`config.mk`:
```
export PLATFORM = sky130hd
export DESIGN_NAME = response_capture_unit
export DESIGN_NICKNAME = d
export VERILOG_FILES = /design/src/rtl/response_capture_unit_pkg.sv /design/src/rtl/response_capture_unit_sync_fifo.sv /design/src/rtl/response_capture_unit.sv
export SDC_FILE = /design/constraint.sdc
export NUM_CORES = 1
export LEC_CHECK = 0
export CAP_MARGIN = 20
export CORE_UTILIZATION = 26
export CTS_BUF_LIST = sky130_fd_sc_hd__clkbuf_4 sky130_fd_sc_hd__clkbuf_8 sky130_fd_sc_hd__clkbuf_16
export DETAILED_ROUTE_END_ITERATION = 16
export PLACE_DENSITY = 0.47
export SLEW_MARGIN = 20
export SYNTH_ARGS = -nofsm -noshare
export SYNTH_HDL_FRONTEND = slang
export SYNTH_SLANG_ARGS = --single-unit
export TNS_END_PERCENT = 50
```
`constraint.sdc`:
```
create_clock -name clk -period 2.4 [get_ports clk]
set_input_delay 0.24 -clock clk [delete_from_list [all_inputs] [get_ports clk]]
set_output_delay 0.24 -clock clk [all_outputs]
set_load 0.05 [all_outputs]
```
`src/rtl/response_capture_unit_pkg.sv`:
```
// Shared definitions for the response capture unit: FSM encoding and default
// sample/signature parameters.
package response_capture_unit_pkg;

  typedef enum logic [1:0] {
    ST_IDLE    = 2'd0,
    ST_CAPTURE = 2'd1,
    ST_FLUSH   = 2'd2,
    ST_DONE    = 2'd3
  } state_t;

  localparam int          DATA_W_DEF   = 7;
  localparam int          SIG_W_DEF    = 16;
  localparam logic [15:0] SIG_SEED_DEF = 16'hFFFF;
  localparam logic [15:0] POLY_DEF     = 16'h1021;

endpackage

```
`src/rtl/response_capture_unit_sync_fifo.sv`:
```
// Synchronous FIFO with an extra pointer bit for full/empty; a push while full
// is accepted only when the same cycle also pops, otherwise it is reported as dropped.
module sync_fifo #(
  parameter int DATA_W = 7,
  parameter int DEPTH  = 16
) (
  input  logic              clk,
  input  logic              rst_n,
  input  logic              push,
  input  logic              pop,
  input  logic [DATA_W-1:0] wdata,
  output logic [DATA_W-1:0] rdata,
  output logic              full,
  output logic              empty,
  output logic              drop
);

  localparam int         AW      = $clog2(DEPTH);
  localparam logic [AW:0] PTR_ONE = (AW+1)'(1);

  logic [DATA_W-1:0] mem_r [DEPTH];
  logic [AW:0]       wr_ptr_r;
  logic [AW:0]       rd_ptr_r;
  logic              pop_s;
  logic              push_s;

  assign empty  = (wr_ptr_r == rd_ptr_r);
  assign full   = (wr_ptr_r[AW] != rd_ptr_r[AW]) && (wr_ptr_r[AW-1:0] == rd_ptr_r[AW-1:0]);
  assign pop_s  = pop && !empty;
  assign push_s = push && (!full || pop_s);
  assign drop   = push && full && !pop_s;
  assign rdata  = mem_r[rd_ptr_r[AW-1:0]];

  // Pointer advance on accepted push/pop.
  always_ff @(posedge clk or negedge rst_n) begin
    if (!rst_n) begin
      wr_ptr_r <= {(AW+1){1'b0}};
      rd_ptr_r <= {(AW+1){1'b0}};
    end else begin
      if (push_s) begin
        wr_ptr_r <= wr_ptr_r + PTR_ONE;
      end
      if (pop_s) begin
        rd_ptr_r <= rd_ptr_r + PTR_ONE;
      end
    end
  end

  // Storage write; read data only becomes visible after the write edge.
  always_ff @(posedge clk) begin
    if (push_s) begin
      mem_r[wr_ptr_r[AW-1:0]] <= wdata;
    end
  end

endmodule

```
`src/rtl/response_capture_unit.sv`:
```
// Captures {count, result} beats of a run, compacts them into a MISR signature
// and buffers them for a valid/ready consumer.
module response_capture_unit
  import response_capture_unit_pkg::*;
#(
  parameter int               DATA_W   = DATA_W_DEF,
  parameter int               DEPTH    = 16,
  parameter int               SIG_W    = SIG_W_DEF,
  parameter logic [SIG_W-1:0] SIG_SEED = SIG_SEED_DEF,
  parameter logic [SIG_W-1:0] POLY     = POLY_DEF
) (
  input  logic              clk,
  input  logic              rst_n,
  input  logic              start,
  input  logic [15:0]       sample_limit,
  input  logic              in_valid,
  input  logic [5:0]        count,
  input  logic              result,
  output logic              out_valid,
  input  logic              out_ready,
  output logic [DATA_W-1:0] out_data,
  output logic [SIG_W-1:0]  signature,
  output logic [15:0]       sample_cnt,
  output logic              busy,
  output logic              done,
  output logic              overflow
);

  state_t            state_r;
  logic [15:0]       limit_r;
  logic [DATA_W-1:0] sample_s;
  logic [SIG_W-1:0]  sig_next_s;
  logic [15:0]       cnt_next_s;
  logic              fifo_push_s;
  logic              fifo_pop_s;
  logic              fifo_full_s;
  logic              fifo_empty_s;
  logic              fifo_drop_s;

  assign sample_s    = {count, result};
  assign cnt_next_s  = sample_cnt + 16'd1;
  assign fifo_push_s = (state_r == ST_CAPTURE) && in_valid;
  assign fifo_pop_s  = out_valid && out_ready;
  assign out_valid   = !fifo_empty_s;

  // MISR next value for the current beat.
  always_comb begin
    sig_next_s = {signature[SIG_W-2:0], 1'b0} ^ {{(SIG_W-DATA_W){1'b0}}, sample_s};
    if (signature[SIG_W-1]) begin
      sig_next_s = sig_next_s ^ POLY;
    end else begin
      sig_next_s = sig_next_s;
    end
  end

  sync_fifo #(
    .DATA_W (DATA_W),
    .DEPTH  (DEPTH)
  ) u_fifo (
    .clk   (clk),
    .rst_n (rst_n),
    .push  (fifo_push_s),
    .pop   (fifo_pop_s),
    .wdata (sample_s),
    .rdata (out_data),
    .full  (fifo_full_s),
    .empty (fifo_empty_s),
    .drop  (fifo_drop_s)
  );

  // Run control, sample counter and signature register.
  always_ff @(posedge clk or negedge rst_n) begin
    if (!rst_n) begin
      state_r    <= ST_IDLE;
      limit_r    <= 16'd0;
      sample_cnt <= 16'd0;
      signature  <= SIG_SEED;
      busy       <= 1'b0;
      done       <= 1'b0;
      overflow   <= 1'b0;
    end else begin
      case (state_r)
        ST_IDLE: begin
          done <= 1'b0;
          if (start) begin
            limit_r    <= sample_limit;
            sample_cnt <= 16'd0;
            overflow   <= 1'b0;
            signature  <= SIG_SEED;
            busy       <= 1'b1;
            state_r    <= (sample_limit == 16'd0) ? ST_FLUSH : ST_CAPTURE;
          end
        end
        ST_CAPTURE: begin
          if (in_valid) begin
            sample_cnt <= cnt_next_s;
            signature  <= sig_next_s;
            if (fifo_drop_s) begin
              overflow <= 1'b1;
            end
            if (cnt_next_s == limit_r) begin
              state_r <= ST_FLUSH;
            end
          end
        end
        ST_FLUSH: begin
          if (fifo_empty_s) begin
            state_r <= ST_DONE;
            done    <= 1'b1;
          end
        end
        ST_DONE: begin
          done    <= 1'b0;
          busy    <= 1'b0;
          state_r <= ST_IDLE;
        end
        default: begin
          done    <= 1'b0;
          busy    <= 1'b0;
          state_r <= ST_IDLE;
        end
      endcase
    end
  end

  // The FIFO full flag is only consumed through its drop indication.
  logic unused_s;
  assign unused_s = fifo_full_s;

endmodule

```
### Yosys cells after proc, flatten, opt, wreduce, memory -nomap -nowiden

Memories as Yosys holds them, arrays and structs flattened.
Index checks and enable logic that the tools add are counted.

* add/subtract/negate cells: 3
* eq/ne operators: 12
* muxes and demuxes: 23
* bitwise operators: 2
* reductions and logical operators: 23

Operators by type and width (number)
* $mux 16: 4
* $pmux 16 s2: 2
* $add 16x1->16 const B: 1
* $eq 16x16->1: 1
* $logic_not 16->1: 1
* $xor 16x7->16: 1
* $mux 13: 1
* $add 5x1->5 const B: 2
* $mux 2: 5
* $pmux 2 s4: 1
* $reduce_and 4->1: 2
* $logic_and 1x1->1: 7
* $mux 1: 7
* $ne 2x2->1 const B: 3
* $pmux 1 s2: 3
* $reduce_and 2->1: 3
* $reduce_bool 2->1: 3
* $eq 5x5->1: 1
* $eq 2x2->1 const B: 2
* $eq 4x4->1: 1
* $ne 2x1->1 const B: 2
* $logic_not 1->1: 3
* $not 3->3: 1
* $reduce_and 3->1: 1
* other kinds (5): 5

* flip-flop bits (word level): 63
* bits in writable memories: 112
* output and inout bits: 43
* logic and storage cells: 73
* memories: 1

Memory list
* u_fifo.mem_r: words 16, width 7, read ports 1, clocked after Yosys merged registers in 0, wr ports 1, line response_capture_unit_sync_fifo.sv:21 `logic [DATA_W-1:0] mem_r [DEPTH];`

### Longest topological paths before layout

Gate-level depths: netlist of the first run.

* depth in word-level cells: 9
* gate-level depth with buffers: 10
* depth with buffers taken out: 8

### Modules after synthesis

Synthesis of the first run repeated with hierarchy kept, for this count alone.

* cells, all modules: 539
* area total of the unflattened synthesis: 7858.8 um2

By module, submodules not included
* sync_fifo: instances 1, cells an instance 254, area each 4947.2 um2, seq. area each 3613.5 um2
* response_capture_unit: instances 1, cells an instance 285, area each 2911.5 um2, seq. area each 1346.3 um2

### Worst setup path before layout of the first run

No wires, ideal clock.

* path kind: register to register
* start point: register sample_cnt[0]
* end point: register state_r[1]
* library setup time: 0.128 ns
* data arrival time: 2.521 ns
* slack: -0.248 ns
* stages on the path, launching flop included: 9
* path buffers: 0
* clock period less this slack: 2.648 ns
* path through: dfrtp_1 > ha_1 > and4_4 > nand2_2 > nor4b_2 > o32ai_1 > nor4b_1 > a31oi_1 > mux2_1

* word-level cells in the longest chain between the ends: 4

Ends and longest elaborated chain
* start, declared: line response_capture_unit.sv:23 `output logic [15:0] sample_cnt,`
* start signal, assigned: line response_capture_unit.sv:96 `sample_cnt <= cnt_next_s;`
* $add 16x1->16: line response_capture_unit.sv:41 `assign cnt_next_s = sample_cnt + 16'd1;`
* $eq 16x16->1: line response_capture_unit.sv:101 `if (cnt_next_s == limit_r) begin`
* $ne 2x1->1 (no line)
* $reduce_and 4->1 (no line)
* end signal, assigned: line response_capture_unit.sv:91 `state_r <= (sample_limit == 16'd0) ? ST_FLUSH : ST_CAPTURE;`
* end, declared: line response_capture_unit.sv:29 `state_t state_r;`

No other way between the ends.
A chain may end at the register's enable or synchronous reset.

### Worst setup path after layout of the first run

* start point: register u_fifo.rd_ptr_r[0]
* end point: output out_data[6]

* word-level cells in the longest chain between the ends: 1

Ends and longest elaborated chain
* start, declared: line response_capture_unit_sync_fifo.sv:23 `logic [AW:0] rd_ptr_r;`
* start signal, assigned: line response_capture_unit_sync_fifo.sv:38 `rd_ptr_r <= {(AW+1){1'b0}};`
* start signal, assigned: line response_capture_unit_sync_fifo.sv:44 `rd_ptr_r <= rd_ptr_r + PTR_ONE;`
* $mem_v2 16x7
* end, declared: line response_capture_unit.sv:21 `output logic [DATA_W-1:0] out_data,`

No other way between the ends.

==> results of run 1 <==
Yosys cell counts, drive strengths merged, types with 5 or more instances:
cell type,n,area [µm²]
inv,10,37.5
xnor2,27,236
dfrtp,47,1180
nand3,12,70.1
o22a,8,70.1
and2,17,108
mux4,35,815
a31oi,5,31.3
xor2,13,114
nor2,23,86.3
edfxtp,112,3360
nand4,7,50.1
mux2,18,203
a21oi,10,50.1
clkbuf,20,76.3
nor4,6,65.1
dfstp,16,420
nor3,5,25.0
and3,6,38.8
buf,8,53.8
ha,10,125
o21ai,25,125
nand2,47,181
stage by stage:
stage	setup TNS (ns)	util (%)	setup WS (ns)	instance area [µm²]	hold slack (ns)
floorplan	-0.0527	-	-0.0527	7860	-0.0556
global placement	0	31.4	0.0170	9310	0.229
detailed placement	-0.0185	31.4	-0.0185	9310	0.238
CTS	-1.33	33.8	-0.206	10000	0.300
global route	-1.51	34.1	-0.237	10100	0.315
finish	-1.05	34.1	-0.171	10100	0.298
layout by cell type, fill, tap and decap left out, types with 7 or more instances in the layout:
cell type	netlist	final
edfxtp_1	112	112
clkdlybuf4s50_1	0	61
nand2_1	45	45
dfrtp_1	47	42
mux4_2	28	35
buf_4	1	35
xnor2_1	27	27
o21ai_0	24	24
nor2_1	23	22
mux2_2	17	17
clkbuf_16	0	17
dfstp_2	16	16
xor2_1	13	13
inv_1	10	10
a21oi_1	10	10
buf_12	0	10
and2_1	16	9
nand3_1	10	9
ha_1	10	9
clkinv_8	0	9
o22a_1	8	8
and2_2	1	7
final cells by class:
cell class / instances / share of cell area (%)
well taps: 390 / 4.83
repair buffers: 116 / 11.9
clock buffers: 17 / 4.21
clock inverters: 15 / 2.07
flip-flops and latches: 175 / 49.1
inverters: 10 / 0.371
multi-input cells: 313 / 27.5
flip-flops by register name, summed over array words and instances (netlist names):
name,flops
u_fifo.mem_r,112
limit_r,16
sample_cnt,16
signature,16
u_fifo.rd_ptr_r,5
u_fifo.wr_ptr_r,5
state_r,2
busy,1
done,1
overflow,1
repair_timing:
item	4_1_cts	5_1_grt
gates cloned	1	0
setup buffers	2	1
endpoints found under the hold margin	11	0
hold buffers	1	0
setup endpoints to repair	8	122
gates resized for setup	20	20
pin swaps	0	3
cell families (layout without fill, tap and decap cells):
| logic type | count (synthesis) | count (layout) | synth area share (%) |
|---|---|---|---|
| multiplexers | 57 | 57 | 13.5 |
| buffers and inverters | 38 | 158 | 2.14 |
| XOR/XNOR | 40 | 40 | 4.46 |
| AO/OA/AOI/OAI | 65 | 65 | 5.28 |
| AND/OR/NAND/NOR | 140 | 140 | 9.75 |
| flip-flops | 175 | 175 | 63.2 |
| adder cells (fa/ha/maj) | 11 | 11 | 1.72 |
power by group:
group,total [µW],switching [µW],internal (µW)
sequential,4030,356,3680
combinational,4770,2610,2160
clock,2820,1390,1430
total,11600,4360,7270
metal layers:
metal	GRT usage [%]	wire length [µm]	part of all wire (%)
met5	0	0	0
met4	3.44	200	1.1
met3	3.25	796	4.2
met2	20.6	9150	49
met1	17.0	8690	46
how the worst max path moves through the flow:
stage / start / end / slack [ns] / cells after the start
detailed placement: sample_cnt[0]$_DFFE_PN0P_ / state_r[1]$_DFFE_PN0P_ / -0.02 / 8
global route: u_fifo.rd_ptr_r[0]$_DFFE_PN0P_ / out_data[6] / -0.24 / 4
CTS: u_fifo.rd_ptr_r[0]$_DFFE_PN0P_ / out_data[2] / -0.21 / 5
floorplan: sample_cnt[0]$_DFFE_PN0P_ / state_r[1]$_DFFE_PN0P_ / -0.05 / 8
finish: u_fifo.rd_ptr_r[0]$_DFFE_PN0P_ / out_data[6] / -0.17 / 4
global placement: sample_cnt[0]$_DFFE_PN0P_ / state_r[1]$_DFFE_PN0P_ / 0.02 / 8
==> results.py, run 1 <==
metrics = {
    "synthesis": {
        "synth_seq_cells": 175,
        "syn_nets": 564,
        "synth_edf_count": 112,
        "async_flop_share_pct": 36.0,
        "yosys_warnings": 0,
        "syn_inst": 526,
        "synth.avg_cell_area_um2": 14.9,
        "synth_top_flop_cell": "edfxtp_1",
        "ys_types": 59,
        "syn_area_um2": 7850,
        "yosysSeqAreaShare_pct": 63.2,
    },
    "placement": {
        "dp_hpwl_mm": 13.0,
        "dp_cells": 999,
        "io_buffer_count": 70,
        "place.gp.congestion": 0.878,
    },
    "power_and_ir_drop": {
        "p_total_uw": 11600,
        "vdd_ir_drop_max_v": 0.000540,
        "power_density_nw_per_um2": 1150,
        "power.leakage_uw": 0.00358,
    },
    "timing": {
        "hold_viol": 0,
        "finalClockSkew_ns": 0.0162,
        "fmax_mhz": 389,
        "slew_viol_final": 0,
        "rsz0062_at_grt": "yes",
        "finalCritPeriodShare_pct": 107,
        "worstMarginPinSlew_ns": 0.774,
        "finalWorstSetupSlack_ns": -0.171,
        "max-slew-margin-rel_pct": 48.2,
        "setup_violations": 7,
        "period_needed_ns": 2.57,
    },
    "critical_path": {
        "rr_startpoint": "sample_cnt[0]$_DFFE_PN0P_",
        "critPathKind": "flip-flop to output pin",
        "path_buf_inv": 2,
        "critPathMaxFanout": 10,
        "crit_path_end_kind": "output pin",
        "start_kind": "flip-flop",
        "cpMaxStageDelayCell": "mux4_2",
        "cp_top_family": "multiplexers",
        "worstPathCellList": "buf_12 -> mux4_2 -> mux4_2 -> buf_6",
        "worstRegToRegCells": 8,
        "crit_arrival_ns": 2.33,
        "reg2reg_to": "state_r[1]$_DFFE_PN0P_",
        "path_common_cell": "mux4_2",
        "cpPeakStageDelay_ns": 0.56,
        "r2r_slack_ns": 0.13,
        "critPathRequiredTime_ns": 2.16,
    },
    "clock_network": {
        "cts_buffers": 17,
        "root_buffer": "clkbuf_16",
        "clockBufferDepth": 2,
        "clock_latency_ns": 0.44,
        "clk_pin_slew_ns": 0.08,
        "cts_sinks": 175,
        "htreeDepth": 4,
        "cts_tree": "done",
    },
    "cells_and_area": {
        "multi_input_area_um2": 2790,
        "antenna_cells": 0,
        "final_cell_count_no_fill": 1036,
        "final_nets": 671,
        "drive_above_1_share_pct": 29.6,
        "register_area_um2": 4970,
        "n_fill_cell": 2896,
        "area_growth_pct": 28.8,
    },
    "detailed_routing": {
        "drc": 0,
        "dr_total_vias": 4847,
        "post_drt_wl_per_cell_um": 18.2,
        "avgViaCountPerCell": 4.68,
        "dr.first_iter.drc_count": 347,
        "wl_mm": 18.8,
        "first_pass_iters": 4,
        "ant_nets": 0,
    },
    "global_routing": {
        "grt_max_degree": 34,
        "antenna_found_initial": 0,
        "track_usage_pct": 12.8,
        "grt_overflow": 0,
        "grt_pass1_vias": 4956,
        "grt_pass1_wl_mm": 29.5,
    },
    "job": {
        "max_cap_viol_count": 0,
    },
    "floorplanning": {
        "die_x_um": 176,
        "io_pins": 71,
        "core_um2": 29600,
        "initial_utilization_pct": 26.5,
        "dieArea_um2": 30900,
        "fp-row-count": 63,
        "die_height_um": 176,
    },
    "outcome": {
        "status": "complete, but fails checks",
        "violations": "setup timing",
    },
    "hold_path": {
        "hp-class": "input pin to asynchronous set/reset pin",
    },
}
Note: power is estimated with default switching activity, not from simulation.
==> run 2: changes to the inputs <==
--- a/config.mk
+++ b/config.mk
@@ -6,10 +6,11 @@
 export NUM_CORES = 1
 export LEC_CHECK = 0
 export CAP_MARGIN = 20
-export CORE_UTILIZATION = 26
+export CORE_UTILIZATION = 52
 export CTS_BUF_LIST = sky130_fd_sc_hd__clkbuf_4 sky130_fd_sc_hd__clkbuf_8 sky130_fd_sc_hd__clkbuf_16
 export DETAILED_ROUTE_END_ITERATION = 16
-export PLACE_DENSITY = 0.47
+export MAX_ROUTING_LAYER = met4
+export PLACE_DENSITY = 0.79
 export SLEW_MARGIN = 20
 export SYNTH_ARGS = -nofsm -noshare
 export SYNTH_HDL_FRONTEND = slang
==> results.py, run 2 (synthesis results as in run 1) <==
metrics = {
    "outcome": {
        "violations": "DRC, setup timing",
        "status": "complete, but fails checks",
    },
    "detailed_routing": {
        "dr.first_iter.drc_count": 377,
        "avgViaCountPerCell": 5.92,
        "ant_nets": 0,
        "post_drt_wl_per_cell_um": 21.1,
        "wl_mm": 17.2,
        "drc": 2,
        "dr_total_vias": 4852,
        "first_pass_iters": 11,
    },
    "clock_network": {
        "root_buffer": "clkbuf_16",
        "cts_buffers": 17,
        "clk_pin_slew_ns": 0.07,
        "clockBufferDepth": 2,
        "cts_tree": "done",
        "htreeDepth": 4,
        "clock_latency_ns": 0.45,
        "cts_sinks": 175,
    },
    "floorplanning": {
        "fp-row-count": 44,
        "die_height_um": 125,
        "dieArea_um2": 15600,
        "core_um2": 14600,
        "io_pins": 71,
        "die_x_um": 125,
        "initial_utilization_pct": 53.6,
    },
    "cells_and_area": {
        "area_growth_pct": 24.0,
        "drive_above_1_share_pct": 28.7,
        "final_nets": 660,
        "layout_common_cells": "edfxtp_1, clkdlybuf4s50_1, nand2_1",
        "design_area_um2": 9730,
        "antenna_cells": 0,
        "largest_register_ffs": 112,
        "layout_commonest_cell": "edfxtp_1",
    },
    "hold_path": {
        "hp-class": "input pin to asynchronous set/reset pin",
    },
    "critical_path": {
        "path_buf_inv": 3,
        "cpMaxStageDelayCell": "mux4_2",
        "cp_top_family": "multiplexers",
        "critPathKind": "flip-flop to output pin",
        "worstPathCellList": "buf_6 -> buf_16 -> mux4_2 -> mux4_2 -> buf_6",
        "crit_path_end_kind": "output pin",
        "cpPeakStageDelay_ns": 0.52,
        "start_kind": "flip-flop",
        "critPathRequiredTime_ns": 2.16,
        "critPathMaxFanout": 7,
        "crit_arrival_ns": 2.37,
    },
    "global_routing": {
        "grt_max_degree": 64,
        "antenna_found_initial": 0,
        "grt_pass1_wl_mm": 28.1,
        "track_usage_pct": 24.8,
        "grt_overflow": 0,
        "grt_pass1_vias": 5006,
    },
    "timing": {
        "period_needed_ns": 2.61,
        "slew_viol_final": 0,
        "finalClockSkew_ns": 0.0198,
        "setup_violations": 8,
        "worstMarginPinSlew_ns": 0.744,
        "hold_viol": 0,
        "finalWorstSetupSlack_ns": -0.210,
        "fmax_mhz": 383,
        "max-slew-margin-rel_pct": 50.3,
        "hold-worst-slack_ns": 0.328,
        "rsz0062_at_grt": "yes",
        "finalCritPeriodShare_pct": 109,
    },
    "power_and_ir_drop": {
        "power_density_nw_per_um2": 1200,
        "power.leakage_uw": 0.00354,
        "vdd_ir_drop_max_v": 0.000651,
    },
    "job": {
        "max_cap_viol_count": 0,
    },
    "placement": {
        "dp_hpwl_mm": 11.0,
        "placed_area_um2": 8850,
        "io_buffer_count": 70,
        "place.gp.congestion": 0.925,
    },
}
==> run 2: path summary, 6_finish.rpt <==
path | startpoint | endpoint | slack [ns] | cells past startpoint
min in group clk | sample_limit[3] | limit_r[3]$_DFFE_PN0P_ | 0.44 | 2
hold / removal | rst_n | busy$_DFFE_PN0P_ | 0.33 | 3
max in group asynchronous | rst_n | signature[5]$_DFFE_PN1P_ | 1.73 | 3
setup reg to reg | u_fifo.rd_ptr_r[0]$_DFFE_PN0P_ | state_r[1]$_DFFE_PN0P_ | 0.03 | 10
setup / recovery | u_fifo.rd_ptr_r[0]$_DFFE_PN0P_ | out_data[6] | -0.21 | 5
hold reg to reg | u_fifo.rd_ptr_r[4]$_DFFE_PN0P_ | u_fifo.rd_ptr_r[4]$_DFFE_PN0P_ | 0.50 | 1
==> run 2: per-layer routing <==
metal | global-route usage, % | up-vias | routed length (µm)
met5 | - | - | 0
met4 | 7.82 | 0 | 231
met3 | 5.54 | 19 | 1120
met1 | 32.8 | 2458 | 7330
met2 | 38.5 | 193 | 8570
li1 | - | 2182 | -
==> run 2: what timing repair did <==
item                                    4_1_cts  5_1_grt
pin swaps                                     2        6
gates resized for setup                      29       30
hold buffers                                  1        0
cloned                                        3        0
hold endpoints to repair                     47        0
buffers inserted                              4        4
endpoints found under the setup margin       10      122
==> run 2: area by class of cell <==
class	instances	area (µm²)
Clock inverter	15	206
Sequential cell	175	4960
Multi-Input combinational cell	313	2760
Fill cell	1036	4910
Tap cell	184	230
Inverter	10	37.5
Timing Repair Buffer	105	1100
Clock buffer	17	425
==> run 2: power breakdown <==
group	switching (µW)	internal (µW)
logic	2590	2230
registers	369	3680
clock network	1330	1520
==> run 2: worst reg2reg max path, cell delays in order, from the launching register on <==
cell and delay [ns]:
dfrtp_2 0.46, buf_6 0.15, buf_4 0.15, xor2_2 0.15
nor4_2 0.33, buf_4 0.17, nand2_2 0.06, a21o_1 0.19
nor4_2 0.13, a31oi_1 0.15, mux2_1 0.33
==> run 2: per-stage QoR <==
step           utilization, %  power (µW)  setup TNS [ns]  instances  setup slack, ns
6_report                 66.5       11700           -1.44        819           -0.210
5_1_grt                  66.5       12300           -3.17        819           -0.264
4_1_cts                  65.9       11700           -1.52        815           -0.229
3_5_place_dp             60.5        8350         -0.0128        775         -0.00209
3_3_place_gp             60.5        8240               0        775           0.0863
2_1_floorplan               -        7060         -0.0527        526          -0.0527
